==> config.mk <==
export PLATFORM = sky130hd
export DESIGN_NAME = sync_fifo_param
export DESIGN_NICKNAME = d
export VERILOG_FILES = /design/src/rtl/fifo_pkg.sv /design/src/rtl/fifo_ram.sv /design/src/rtl/sync_fifo_param.sv
export SDC_FILE = /design/constraint.sdc
export NUM_CORES = 1
export LEC_CHECK = 0
export CORE_MARGIN = 2
export CORE_UTILIZATION = 40
export CTS_CLUSTER_SIZE = 14
export DETAILED_ROUTE_END_ITERATION = 16
export DONT_BUFFER_PORTS = 1
export SYNTH_ARGS = -nofsm -noshare
export SYNTH_HDL_FRONTEND = slang
export SYNTH_SLANG_ARGS = --single-unit
==> constraint.sdc <==
create_clock -name clk -period 3 [get_ports clk]
set_input_delay 0.75 -clock clk [delete_from_list [all_inputs] [get_ports clk]]
set_output_delay 0.75 -clock clk [all_outputs]
set_load 0.02 [all_outputs]
==> src/rtl/fifo_pkg.sv <==
`default_nettype none
// +----------------------------------------------------------------------+
// | fifo_pkg : shared constants and helpers for the synchronous FIFO     |
// | Revision : 1.0                                                       |
// +----------------------------------------------------------------------+
package fifo_pkg;

    localparam int FIFO_WIDTH_DEF = 8;
    localparam int FIFO_DEPTH_DEF = 16;

    // Ceiling log2, evaluated at elaboration time to size pointers.
    function automatic int clog2(input int value);
        int result;
        result = 0;
        for (int i = 0; i < 31; i++) begin
            if ((1 << i) < value) begin
                result = i + 1;
            end
        end
        return result;
    endfunction

endpackage
`default_nettype wire

==> src/rtl/fifo_ram.sv <==
`default_nettype none
// +----------------------------------------------------------------------+
// | fifo_ram : simple dual-port RAM, synchronous write and read          |
// | Revision : 1.0                                                       |
// +----------------------------------------------------------------------+
module fifo_ram #(
    parameter int WIDTH  = 8,
    parameter int DEPTH  = 16,
    parameter int ADDR_W = 4
) (
    input  logic              clk,
    input  logic              wr_en,
    input  logic [ADDR_W-1:0] wr_addr,
    input  logic [WIDTH-1:0]  wr_data,
    input  logic              rd_en,
    input  logic [ADDR_W-1:0] rd_addr,
    output logic [WIDTH-1:0]  rd_data
);

    logic [WIDTH-1:0] r_mem [DEPTH];
    logic [WIDTH-1:0] r_rd_data;

    // Read and write share one process so a same-address access returns the old word.
    always_ff @(posedge clk) begin
        if (wr_en) begin
            r_mem[wr_addr] <= wr_data;
        end
        if (rd_en) begin
            r_rd_data <= r_mem[rd_addr];
        end
    end

    assign rd_data = r_rd_data;

endmodule
`default_nettype wire

==> src/rtl/sync_fifo_param.sv <==
`default_nettype none
// +----------------------------------------------------------------------+
// | sync_fifo_param : parametrised single-clock FIFO with status flags   |
// | Revision : 1.0                                                       |
// +----------------------------------------------------------------------+
module sync_fifo_param
    import fifo_pkg::*;
#(
    parameter int WIDTH     = FIFO_WIDTH_DEF,
    parameter int DEPTH     = FIFO_DEPTH_DEF,
    parameter int AF_THRESH = DEPTH - 2,
    parameter int AE_THRESH = 2
) (
    input  logic                    clk,
    input  logic                    rst,
    input  logic [WIDTH-1:0]        buf_in,
    input  logic                    wt_en,
    input  logic                    rd_en,
    input  logic                    err_clr,
    output logic [WIDTH-1:0]        buf_out,
    output logic                    buf_valid,
    output logic                    buf_empty,
    output logic                    buf_full,
    output logic                    almost_empty,
    output logic                    almost_full,
    output logic [clog2(DEPTH):0]   count,
    output logic                    overflow,
    output logic                    underflow
);

    localparam int ADDR_W = clog2(DEPTH);
    localparam logic [ADDR_W:0] c_depth = (ADDR_W + 1)'(DEPTH);
    localparam logic [ADDR_W:0] c_af    = (ADDR_W + 1)'(AF_THRESH);
    localparam logic [ADDR_W:0] c_ae    = (ADDR_W + 1)'(AE_THRESH);

    logic [ADDR_W-1:0] r_top;
    logic [ADDR_W-1:0] r_bottom;
    logic [ADDR_W:0]   r_count;
    logic              r_valid;
    logic              r_empty;
    logic              r_full;
    logic              r_ae;
    logic              r_af;
    logic              r_ovf;
    logic              r_unf;
    logic              r_out_zero;

    logic              w_rd_acc;
    logic              w_wr_acc;
    logic [ADDR_W:0]   w_count_nxt;
    logic [WIDTH-1:0]  w_ram_q;

    assign w_rd_acc = rd_en & ~r_empty;
    assign w_wr_acc = wt_en & (~r_full | w_rd_acc);

    always_comb begin
        w_count_nxt = r_count;
        if (w_wr_acc && !w_rd_acc) begin
            w_count_nxt = r_count + 1'b1;
        end else if (w_rd_acc && !w_wr_acc) begin
            w_count_nxt = r_count - 1'b1;
        end
    end

    fifo_ram #(
        .WIDTH  (WIDTH),
        .DEPTH  (DEPTH),
        .ADDR_W (ADDR_W)
    ) u_ram (
        .clk     (clk),
        .wr_en   (w_wr_acc),
        .wr_addr (r_top),
        .wr_data (buf_in),
        .rd_en   (w_rd_acc),
        .rd_addr (r_bottom),
        .rd_data (w_ram_q)
    );

    always_ff @(posedge clk) begin
        if (rst) begin
            r_top      <= '0;
            r_bottom   <= '0;
            r_count    <= '0;
            r_valid    <= 1'b0;
            r_empty    <= 1'b1;
            r_full     <= 1'b0;
            r_ae       <= 1'b1;
            r_af       <= 1'b0;
            r_ovf      <= 1'b0;
            r_unf      <= 1'b0;
            r_out_zero <= 1'b1;
        end else begin
            if (w_wr_acc) begin
                r_top <= r_top + 1'b1;
            end
            if (w_rd_acc) begin
                r_bottom   <= r_bottom + 1'b1;
                r_out_zero <= 1'b0;
            end
            r_count <= w_count_nxt;
            r_valid <= w_rd_acc;
            r_empty <= (w_count_nxt == '0);
            r_full  <= (w_count_nxt == c_depth);
            r_ae    <= (w_count_nxt <= c_ae);
            r_af    <= (w_count_nxt >= c_af);
            // A new error in the same cycle as a clear keeps the flag set.
            r_ovf   <= (wt_en & ~w_wr_acc) | (r_ovf & ~err_clr);
            r_unf   <= (rd_en & ~w_rd_acc) | (r_unf & ~err_clr);
        end
    end

    // The RAM output register has no reset, so the post-reset zero is masked here.
    assign buf_out      = r_out_zero ? '0 : w_ram_q;
    assign buf_valid    = r_valid;
    assign buf_empty    = r_empty;
    assign buf_full     = r_full;
    assign almost_empty = r_ae;
    assign almost_full  = r_af;
    assign count        = r_count;
    assign overflow     = r_ovf;
    assign underflow    = r_unf;

endmodule
`default_nettype wire
# [After elaboration in Yosys (flattened, before gate mapping)]
# Memories as Yosys holds them, arrays and structs flattened. A register that Yosys moved wholly into a read port is not among the register bits.
# Cells that the tools add are included.
[totals] register_bits=21 ram_bits=128 input_bits=13 output_inout_bits=20 wordCells=43 memories=1
[op_classes] add_sub_neg=4 n_lt_le_gt_ge=2 n_eq_ne=1 mux=5 n_bitwise=14 n_reduce_logical=5
[mem_list] memory="u_ram.r_mem" depth=16 word_bits=8 read_ports=1 rd_ports_with_merged_regs=1 write_ports=1 line="fifo_ram.sv:20" rtl="logic [WIDTH-1:0] r_mem [DEPTH];"
[op_table] cell="2-to-1 mux 5 bit" n=2
[op_table] cell="adder 4 x 1 -> 4 bit, second input constant" n=2
[op_table] cell="2-to-1 mux 8 bit" n=1
[op_table] cell="AND 1 bit" n=6
[op_table] cell="adder 5 x 1 -> 5 bit, second input constant" n=1
[op_table] cell="== test 5 bit, second input constant" n=1
[op_table] cell=">= comparator 5 x 4 -> 1 bit, second input constant" n=1
[op_table] cell="<= comparator 5 x 2 -> 1 bit, second input constant" n=1
[op_table] cell="zero test 5 bit" n=1
[op_table] cell="inverter 1 bit" n=5
[op_table] cell="subtractor 5 x 1 -> 5 bit, second input constant" n=1
[op_table] cell="bitwise OR 1 bit" n=3
[op_table] cell="logical AND 1 bit" n=2
[op_table] cell="zero test 1 bit" n=2
[op_table] cell="2-to-1 mux 1 bit" n=2

# [Depth between registers and ports, before layout]
# Gate-level depths: netlist of run 1.
[logic_depth] depth_word=9 mapped_depth=7 mapped_depth_nobuf=7

# [Hierarchy]
# From an unflattened synthesis of run 1, not the netlist that was laid out.
[hier_totals] cells_unflattened=340 hier_area_um2=6282.3
[modules_own_cells] module="fifo_ram" n_inst=1 cells_per_inst=229 area_each_um2=5227.5 seq_area_each_um2=4083.9
[modules_own_cells] module="sync_fifo_param" n_inst=1 cells_per_inst=111 area_each_um2=1054.8 seq_area_each_um2=420.4

# [Least setup slack after synthesis of run 1]
# OpenSTA, ideal clock, no wires.
[synth_timing] path_kind="input -> register" start="input port rd_en" end="memory u_ram.r_mem[3][0], enable pin" setup_ns=0.383 arrival_time_ns=2.011 t_required_ns=2.617 setup_slack_ns=0.605 path_stages=5 path_buffers=1 path_cell_list="nand2b_1 -> buf_4 -> a21boi_2 -> nand2_1 -> nor3_1"
[synth_via] elab_chain_len=5
[synth_rtl] element="start, declared" line="sync_fifo_param.sv:18" rtl="input logic rd_en,"
[synth_rtl] element="AND 1 bit" line="sync_fifo_param.sv:53" rtl="assign w_rd_acc = rd_en & ~r_empty;"
[synth_rtl] element="bitwise OR 1 bit" line="sync_fifo_param.sv:54" rtl="assign w_wr_acc = wt_en & (~r_full | w_rd_acc);"
[synth_rtl] element="AND 1 bit" line="sync_fifo_param.sv:54"
[synth_rtl] element="2-to-1 mux 1 bit" line="fifo_ram.sv:25" rtl="if (wr_en) begin"
[synth_rtl] element="2-to-1 mux 1 bit (implied by the code)" line="fifo_ram.sv:26" rtl="r_mem[wr_addr] <= wr_data;"
[synth_rtl] element="end, declared" line="fifo_ram.sv:20"
# Every way passes these cells.

# [Worst setup path after layout of run 1]
[layout_timing] start="register r_empty, in the netlist buf_empty" end="memory u_ram.r_mem[6][2], enable pin"
[layout_via] elab_chain_len=6
[layout_rtl] element="start, declared" line="sync_fifo_param.sv:40" rtl="logic r_empty;"
[layout_rtl] element="start signal, assigned" line="sync_fifo_param.sv:102" rtl="r_empty <= (w_count_nxt == '0);"
[layout_rtl] element="inverter 1 bit" line="sync_fifo_param.sv:53"
[layout_rtl] element="AND 1 bit" line="sync_fifo_param.sv:53"
[layout_rtl] element="bitwise OR 1 bit" line="sync_fifo_param.sv:54"
[layout_rtl] element="AND 1 bit" line="sync_fifo_param.sv:54"
[layout_rtl] element="2-to-1 mux 1 bit" line="fifo_ram.sv:25"
[layout_rtl] element="2-to-1 mux 1 bit (implied by the code)" line="fifo_ram.sv:26"
# Every way passes these cells.

==> results.toml, run 1 <==
[outcome]
status = "completed"

[clock_tree]
numCtsBuffers = 17
clockBufferDepth = 2
cts_setup_buffers = 0
cts_hold_buf = 0
root_buffer = "clkbuf_16"
cts_resized = 0
tritoncts = "built"
insertion_delay_ns = 0.42
htree_levels = 4
cts_num_sinks = 157
clk_pin_slew_ns = 0.06

[global_route]
grt_pass1_wl_mm = 18.75
globalRouteOverflowTotal = 0
antenna_found_initial = 0
grt_max_degree = 36
grt_pass1_vias = 3056
grt_usage_pct = 16.05

[floorplan]
die-area_um2 = 16800
start_util_pct = 41.22
core-area_um2 = 15310
die_y_um = 129.6
ios = 33
rows = 45
chipWidth_um = 129.6

[drt]
drc = 0
drt-met1-wl_mm = 5.462
antenna_left = 0
drt-total-wl_mm = 12.41
dr_wl_met3_um = 945
route.met2.wl_mm = 5.870
avgViaCountPerCell = 5.252
dr.pass1.iters = 4
vias = 2978
drtIter0Drc = 199
wl_per_cell_um = 21.89
top_layer = "met4"

[timing]
layout_min_cycle_time_ns = 2.336
setup_viol = 0
final-max-slew-violation-count = 0
final.setup.worst_slack_ns = 0.6645
period_share_pct = 77.85
tns_ns = 0
fin_skew_ns = 0.01153
worstMarginPinSlew_ns = 0.7599
fmax_ghz = 0.4282
slew_headroom_pct = 49.15
hold_violations = 0
rsz0062_at_grt = "false"
whs_ns = 0.3890

[synthesis]
synth_top_area_share_pct = 64.70
synth_mux_area_share_pct = 16.39
synth_most_common_cell = "edfxtp_1"
synth-main-ff-cell = "edfxtp_1"
synth_fa_ha_area_share_pct = 1.388
yosysUniqueCellTypes = 43
ys_ff_latch = 157
synthTopCellsByArea = "edfxtp_1 65%, mux4_1 12%, dfxtp_1 6.7%"
synth_nets = 343
avgSynthCellArea_um2 = 19.54
synth_common_cells = "136 x edfxtp_1, 30 x mux4_1, 28 x nor2_1"
synth_top_family_by_area = "multiplexers"
synth-seq-area-share_pct = 71.36
synth_compound_area_share_pct = 1.962
synthSimpleGateAreaFrac_pct = 5.748
syn_inst = 323
synth_edf_count = 136
synthArstFlopShare_pct = 0
netlist_area_um2 = 6312
yosysTopAreaCell = "edfxtp_1"
synth-xor-area-share_pct = 1.249
yosys_warnings = 0

[setup_path]
cp_num_buf_inv = 0
cp.required_ns = 3.05
crit_chain = "nand2b_1 -> a21boi_2 -> nand2_1 -> nor2_1"
cp_data_arrival_time_ns = 2.38
worst-r2r-cell-count = 4
max_stage_delay_ns = 0.62
crit_start = "buf_empty"
critical_path_class = "register to register"
critical_path.max_fanout = 9
slowest_stage = "nor2_1"
reg2reg_to = "u_ram.r_mem[6][2]"
rr_startpoint = "buf_empty"
worst_setup_path_end_kind = "register"
endpoint = "u_ram.r_mem[6][2]"
cp-start-kind = "register"
ff2ff_setup_slack_ns = 0.66
path_delay_family = "simple AND/OR/NAND/NOR gates"
path_depth = 4

[power]
clockPowerShare_pct = 41.6
combPwrFrac_pct = 7.8
seq_power_share_pct = 50.7
vdd_ir_drop_max_uv = 496.8
powerDensity_nw_per_um2 = 692.3
p_leak_uw = 0.002342
switching_power_uw = 1120
internal_power_uw = 3849
swShare_pct = 22.53

[run]
maxCapViolCount = 0

[cells_and_area]
drive_gt1_share_pct = 18.54
diodes = 0
fin_area_um2 = 7177
area_delta_synth_final_pct = 13.70
nets = 363

[place]
post-dp-hpwl_mm = 8.141
portBuffers = 0
detailedPlace.worstSlack_ns = 0.4297
place_congestion = 0.8576
placed_area_um2 = 6604

[worst_hold_path]
hold_class = "input pin to register"
==> through the flow <==
step / std cells / util [%] / power, uW
after floorplan: 323 / - / 2866
after global placement: 535 / 43.12 / 2949
after detailed placement: 535 / 43.12 / 2954
after CTS: 567 / 46.86 / 5018
after global routing: 567 / 46.86 / 5146
final: 567 / 46.86 / 4968
==> final cells by class <==
class	count	area, um2
clock buffer	17	425.4
sequential	157	4506
tap	211	264.0
fill	1308	8138
timing repair buffer	16	120.1
clock inverter	15	147.6
inverter	7	26.28
multi-input combinational	144	1688
==> worst min-delay path by stage <==
stage | startpoint | to | slack, ns | cells past startpoint
after floorplan | r_out_zero | r_out_zero | 0.51 | 2
after global placement | r_top[0] | r_top[0] | 0.60 | 2
after detailed placement | r_top[0] | r_top[0] | 0.61 | 2
after CTS | rst | r_bottom[0] | 0.37 | 1
after global routing | rst | r_top[3] | 0.37 | 1
final | rst | r_bottom[0] | 0.39 | 1
==> sequential cells by signal (all words and copies together) (netlist names), 4 cells and up <==
signal         cells
u_ram.r_mem      128
r_top              4
r_bottom           4
count              5
u_ram.rd_data      8
==> logic make-up after synthesis <==
logic type	after synthesis
XOR/XNOR	9
AND/OR/NAND/NOR	72
buffers and inverters	22
flip-flops	157
AO/OA/AOI/OAI	14
adder cells (fa/ha/maj)	7
multiplexers	42
==> cells in the final DEF, fill, tap and decap left out, drive strengths merged, types with 2 or more instances in the layout <==
cell	instances
nand4	2
nand3	2
inv	9
nor2	28
clkinvlp	5
ha	7
bufinv	2
nand2b	3
edfxtp	136
clkinv	6
nor2b	10
nor4	2
xor2	5
nor3	7
dfxtp	21
buf	16
a32oi	2
clkbuf	17
a21oi	2
mux4	40
nand2	12
xnor2	4
==> worst reg2reg max path, cell delays in order, from the launching register on <==
cell and delay (ns):
dfxtp_1 0.40, nand2b_1 0.33, a21boi_2 0.40, nand2_1 0.21
nor2_1 0.62
==> per-layer routing <==
metal	track usage (%)	up-vias
met1	22.05	1527
met3	5.822	11
met4	4.997	0
met5	0	-
met2	24.08	88
li1	-	1352
==> power groups by stage <==
stage	logic [uW]	registers (uW)	clock network [uW]
floorplan	317	2550	0
global placement	387	2560	0
detailed placement	389	2560	0
CTS	392	2520	2110
global route	419	2530	2200
finish	386	2520	2070
Note: power is estimated with default switching activity, not from simulation.
==> run 2: changes to the inputs <==
==> constraint.sdc (replaced) <==
create_clock -name clk -period 2.1 [get_ports clk]
set_input_delay 0.525 -clock clk [delete_from_list [all_inputs] [get_ports clk]]
set_output_delay 0.525 -clock clk [all_outputs]
set_load 0.02 [all_outputs]
==> results.toml, run 2 (synthesis gave the netlist of run 1 again) <==
[outcome]
status = "completed"

[setup_path]
worst-r2r-cell-count = 3
crit_start = "r_bottom[0]"
worst_setup_path_end_kind = "register"
critical_path_class = "register to register"
cp_data_arrival_time_ns = 2.09
cp-start-kind = "register"
rr_startpoint = "r_bottom[0]"
cp.required_ns = 2.26
critical_path.max_fanout = 18

[floorplan]
die_y_um = 129.6
chipWidth_um = 129.6
die-area_um2 = 16800
ios = 33
start_util_pct = 41.22
core-area_um2 = 15310
rows = 45

[drt]
antenna_left = 0
vias = 3036
dr.pass1.iters = 4
drc = 0
drtIter0Drc = 210
avgViaCountPerCell = 5.216
wl_per_cell_um = 20.51
drt-total-wl_mm = 11.94

[power]
powerDensity_nw_per_um2 = 954.5
vdd_ir_drop_max_uv = 895.0
p_leak_uw = 0.002432

[timing]
hold_violations = 0
slew_headroom_pct = 55.29
worstMarginPinSlew_ns = 0.6698
final-max-slew-violation-count = 0
layout_min_cycle_time_ns = 1.927
fmax_ghz = 0.5188
rsz0062_at_grt = "false"
period_share_pct = 91.78
setup_viol = 0
fin_skew_ns = 0.008092
whs_ns = 0.1666

[cells_and_area]
layout_common_cells = "136 x edfxtp_1, 30 x mux4_1, 28 x nor2_1, 28 x buf_4, 20 x dfxtp_1"
seqCellArea_um2 = 4506
area_delta_synth_final_pct = 15.82
largest_register = "u_ram.r_mem"
diodes = 0
largest_reg_flops = 128
finalNonFillerCells = 582
nets = 378
multi_input_area_um2 = 1698
fin_area_um2 = 7311
mostFrequentLayoutCell = "edfxtp_1"
drive_gt1_share_pct = 22.37
fillCellCount = 1274

[clock_tree]
insertion_delay_ns = 0.42
htree_levels = 4
numCtsBuffers = 17
tritoncts = "built"
cts_num_sinks = 157
clockBufferDepth = 2
clk_pin_slew_ns = 0.06
cts_hold_buf = 0
cts_setup_buffers = 0
root_buffer = "clkbuf_16"
cts_resized = 0

[worst_hold_path]
hold_class = "input pin to register"
holdPathStages = 1
hold_start = "rst"

[global_route]
globalRouteOverflowTotal = 0
grt_pass1_vias = 3045
antenna_found_initial = 0
grt_max_degree = 36
grt_pass1_wl_mm = 18.13
grt_usage_pct = 15.45

[run]
maxCapViolCount = 0

[place]
place_congestion = 0.7647
placed_area_um2 = 6764
portBuffers = 0
post-dp-hpwl_mm = 7.880
dp.cells = 550
-- run 2: stage by stage --
stage / setup TNS (ns) / worst slack [ns] / total power (uW) / utilization, %
after floorplan: -0.5722 / -0.03576 / 4095 / -
after global placement: 0 / 0.1733 / 4250 / 44.17
after detailed placement: 0 / 0.1714 / 4264 / 44.17
after CTS: 0 / 0.1559 / 7038 / 47.74
after global routing: 0 / 0.01244 / 7202 / 47.74
final: 0 / 0.1726 / 6978 / 47.74
-- run 2: final timing paths --
kind                      end  slack, ns
max          u_ram.rd_data[4]       0.17
min               r_bottom[0]       0.17
max reg2reg  u_ram.rd_data[4]       0.17
min reg2reg          r_top[0]       0.61
-- run 2: report_power, final --
group | switching [uW] | internal [uW] | leakage (uW)
Clock | 1210 | 1580 | 0.000263
Sequential | 80.7 | 3490 | 0.00140
Combinational | 308 | 307 | 0.000766
Total | 1600 | 5380 | 0.00243
-- run 2: area by class of cell --
type | instances | share of cell area (%)
timing repair buffer | 31 | 3.697
clock buffer | 20 | 6.247
clock inverter | 12 | 1.232
multi-input combinational | 144 | 23.22
tap | 211 | 3.611
sequential | 157 | 61.63
inverter | 7 | 0.3594
-- run 2: routing by layer --
layer	GRT usage [%]	part of all wire, %
met1	20.60	45
met2	23.59	47
met3	5.904	6.7
met4	4.997	1.1
met5	0	0
-- run 2: worst max-delay path, stage by stage (launching register included) --
cell     delay [ns]
dfxtp_2        0.38
buf_12         0.19
mux4_1         0.62
mux4_2         0.48
==> run 3: changes to the inputs <==
--- a/config.mk
+++ b/config.mk
@@ -6,7 +6,7 @@
 export NUM_CORES = 1
 export LEC_CHECK = 0
 export CORE_MARGIN = 2
-export CORE_UTILIZATION = 40
+export CORE_UTILIZATION = 43
 export CTS_CLUSTER_SIZE = 14
 export DETAILED_ROUTE_END_ITERATION = 16
 export DONT_BUFFER_PORTS = 1
==> results.toml, run 3 (synthesis gave the netlist of run 1 again) <==
[setup_path]
slowest_stage = "mux4_1"
rr_startpoint = "r_bottom[0]"
worst-r2r-cell-count = 3
cp-start-kind = "register"
cp.required_ns = 2.26
worst_setup_path_end_kind = "register"
ff2ff_setup_slack_ns = 0.15
crit_chain = "buf_12 -> mux4_1 -> mux4_2"
critical_path_class = "register to register"
max_stage_delay_ns = 0.63
path_delay_family = "multiplexers"
critical_path.max_fanout = 26
reg2reg_to = "u_ram.rd_data[0]"
cp_data_arrival_time_ns = 2.10
path_depth = 3
cp_num_buf_inv = 1

[worst_hold_path]
hold_start = "rst"
hold_class = "input pin to register"
holdPathStages = 1
hold_end = "r_bottom[0]"

[drt]
antenna_left = 0
dr.pass1.iters = 4
drtIter0Drc = 275
wl_per_cell_um = 21.44
drc = 0
avgViaCountPerCell = 5.421
drt-total-wl_mm = 11.81
vias = 2987

[global_route]
grt_usage_pct = 16.01
antenna_found_initial = 0
grt_pass1_wl_mm = 18.32
globalRouteOverflowTotal = 0
grt_pass1_vias = 3040
grt_max_degree = 36

[timing]
period_share_pct = 92.73
final.setup.worst_slack_ns = 0.1527
setup_viol = 0
tns_ns = 0
layout_min_cycle_time_ns = 1.947
whs_ns = 0.1699
slew_headroom_pct = 60.74
rsz0062_at_grt = "false"
worstMarginPinSlew_ns = 0.5880
hold_violations = 0
fin_skew_ns = 0.005042
fmax_ghz = 0.5135
final-max-slew-violation-count = 0

[floorplan]
ios = 33
rows = 44
core-area_um2 = 14420
die_y_um = 125.2
start_util_pct = 43.76
chipWidth_um = 125.2
die-area_um2 = 15670

[place]
post-dp-hpwl_mm = 7.523
place_congestion = 0.7654
portBuffers = 0
detailedPlace.worstSlack_ns = 0.1534

[cells_and_area]
mostFrequentLayoutCell = "edfxtp_1"
drive_gt1_share_pct = 20.98
largest_register = "u_ram.r_mem"
utilization_pct = 50.67
nets = 374
area_delta_synth_final_pct = 15.78
diodes = 0
largest_reg_flops = 128
layout_common_cells = "136 x edfxtp_1, 30 x mux4_1, 28 x nor2_1"
fillCellCount = 1159

[clock_tree]
clk_pin_slew_ns = 0.06
cts_num_sinks = 157
root_buffer = "clkbuf_16"
cts_resized = 0
clockBufferDepth = 2
htree_levels = 4
cts_hold_buf = 0
insertion_delay_ns = 0.42
numCtsBuffers = 17
tritoncts = "built"
cts_setup_buffers = 0

[power]
p_leak_uw = 0.002440
powerDensity_nw_per_um2 = 1009
switching_power_uw = 1577
combPwrFrac_pct = 8.2
swShare_pct = 21.39
vdd_ir_drop_max_uv = 639.0
power.total_uw = 7373
seq_power_share_pct = 48.4
clockPowerShare_pct = 43.4
internal_power_uw = 5796

[run]
maxCapViolCount = 0

[outcome]
status = "completed"
## run 3: worst max path at each step
stage / startpoint / endpoint / slack (ns)
4_1_cts: r_bottom[0] / u_ram.rd_data[0] / 0.15
5_1_grt: count[0] / buf_empty / 0.03
3_3_place_gp: r_bottom[0] / u_ram.rd_data[0] / 0.16
3_5_place_dp: r_bottom[0] / u_ram.rd_data[0] / 0.15
2_1_floorplan: rd_en / u_ram.r_mem[1][0] / -0.04
6_report: r_bottom[0] / u_ram.rd_data[0] / 0.15
## run 3: per-stage QoR
| stage | instances | cell area (um2) |
|---|---|---|
| finish | 551 | 7308 |
| global route | 551 | 7308 |
| CTS | 551 | 7308 |
| detailed placement | 519 | 6688 |
| global placement | 519 | 6688 |
| floorplan | 323 | 6322 |
## run 3: layout make-up
type / instances / area [um2] / area share [%]
repair buffers: 27 / 227.7 / 3.116
clock buffers: 20 / 436.7 / 5.975
clock inverters: 12 / 183.9 / 2.517
multi-input cells: 144 / 1698 / 23.23
flip-flops and latches: 157 / 4506 / 61.65
well taps: 184 / 230.2 / 3.150
inverters: 7 / 26.28 / 0.3595
## run 3: worst reg2reg max path, delay by kind of cell (launching register included)
family | cells | cell delay [ns]
multiplexers | 2 | 1.13
flip-flops | 1 | 0.35
buffers and inverters | 1 | 0.20
## run 3: power by group through the flow
stage               clock [uW]  combinational [uW]  sequential [uW]
floorplan                    0                 453             3640
global placement             0                 604             3640
detailed placement           0                 610             3640
CTS                       3250                 615             3570
global route              3390                 658             3580
finish                    3200                 603             3570
## run 3: routing by layer
metal | routed length (um) | part of all wire [%] | GRT usage, % | vias up
li1 | - | - | - | 1371
met2 | 5583 | 47 | 25.13 | 88
met3 | 710 | 6.0 | 4.664 | 13
met4 | 123 | 1.0 | 5.294 | 0
met5 | 0 | 0 | 0 | -
met1 | 5395 | 46 | 21.76 | 1515
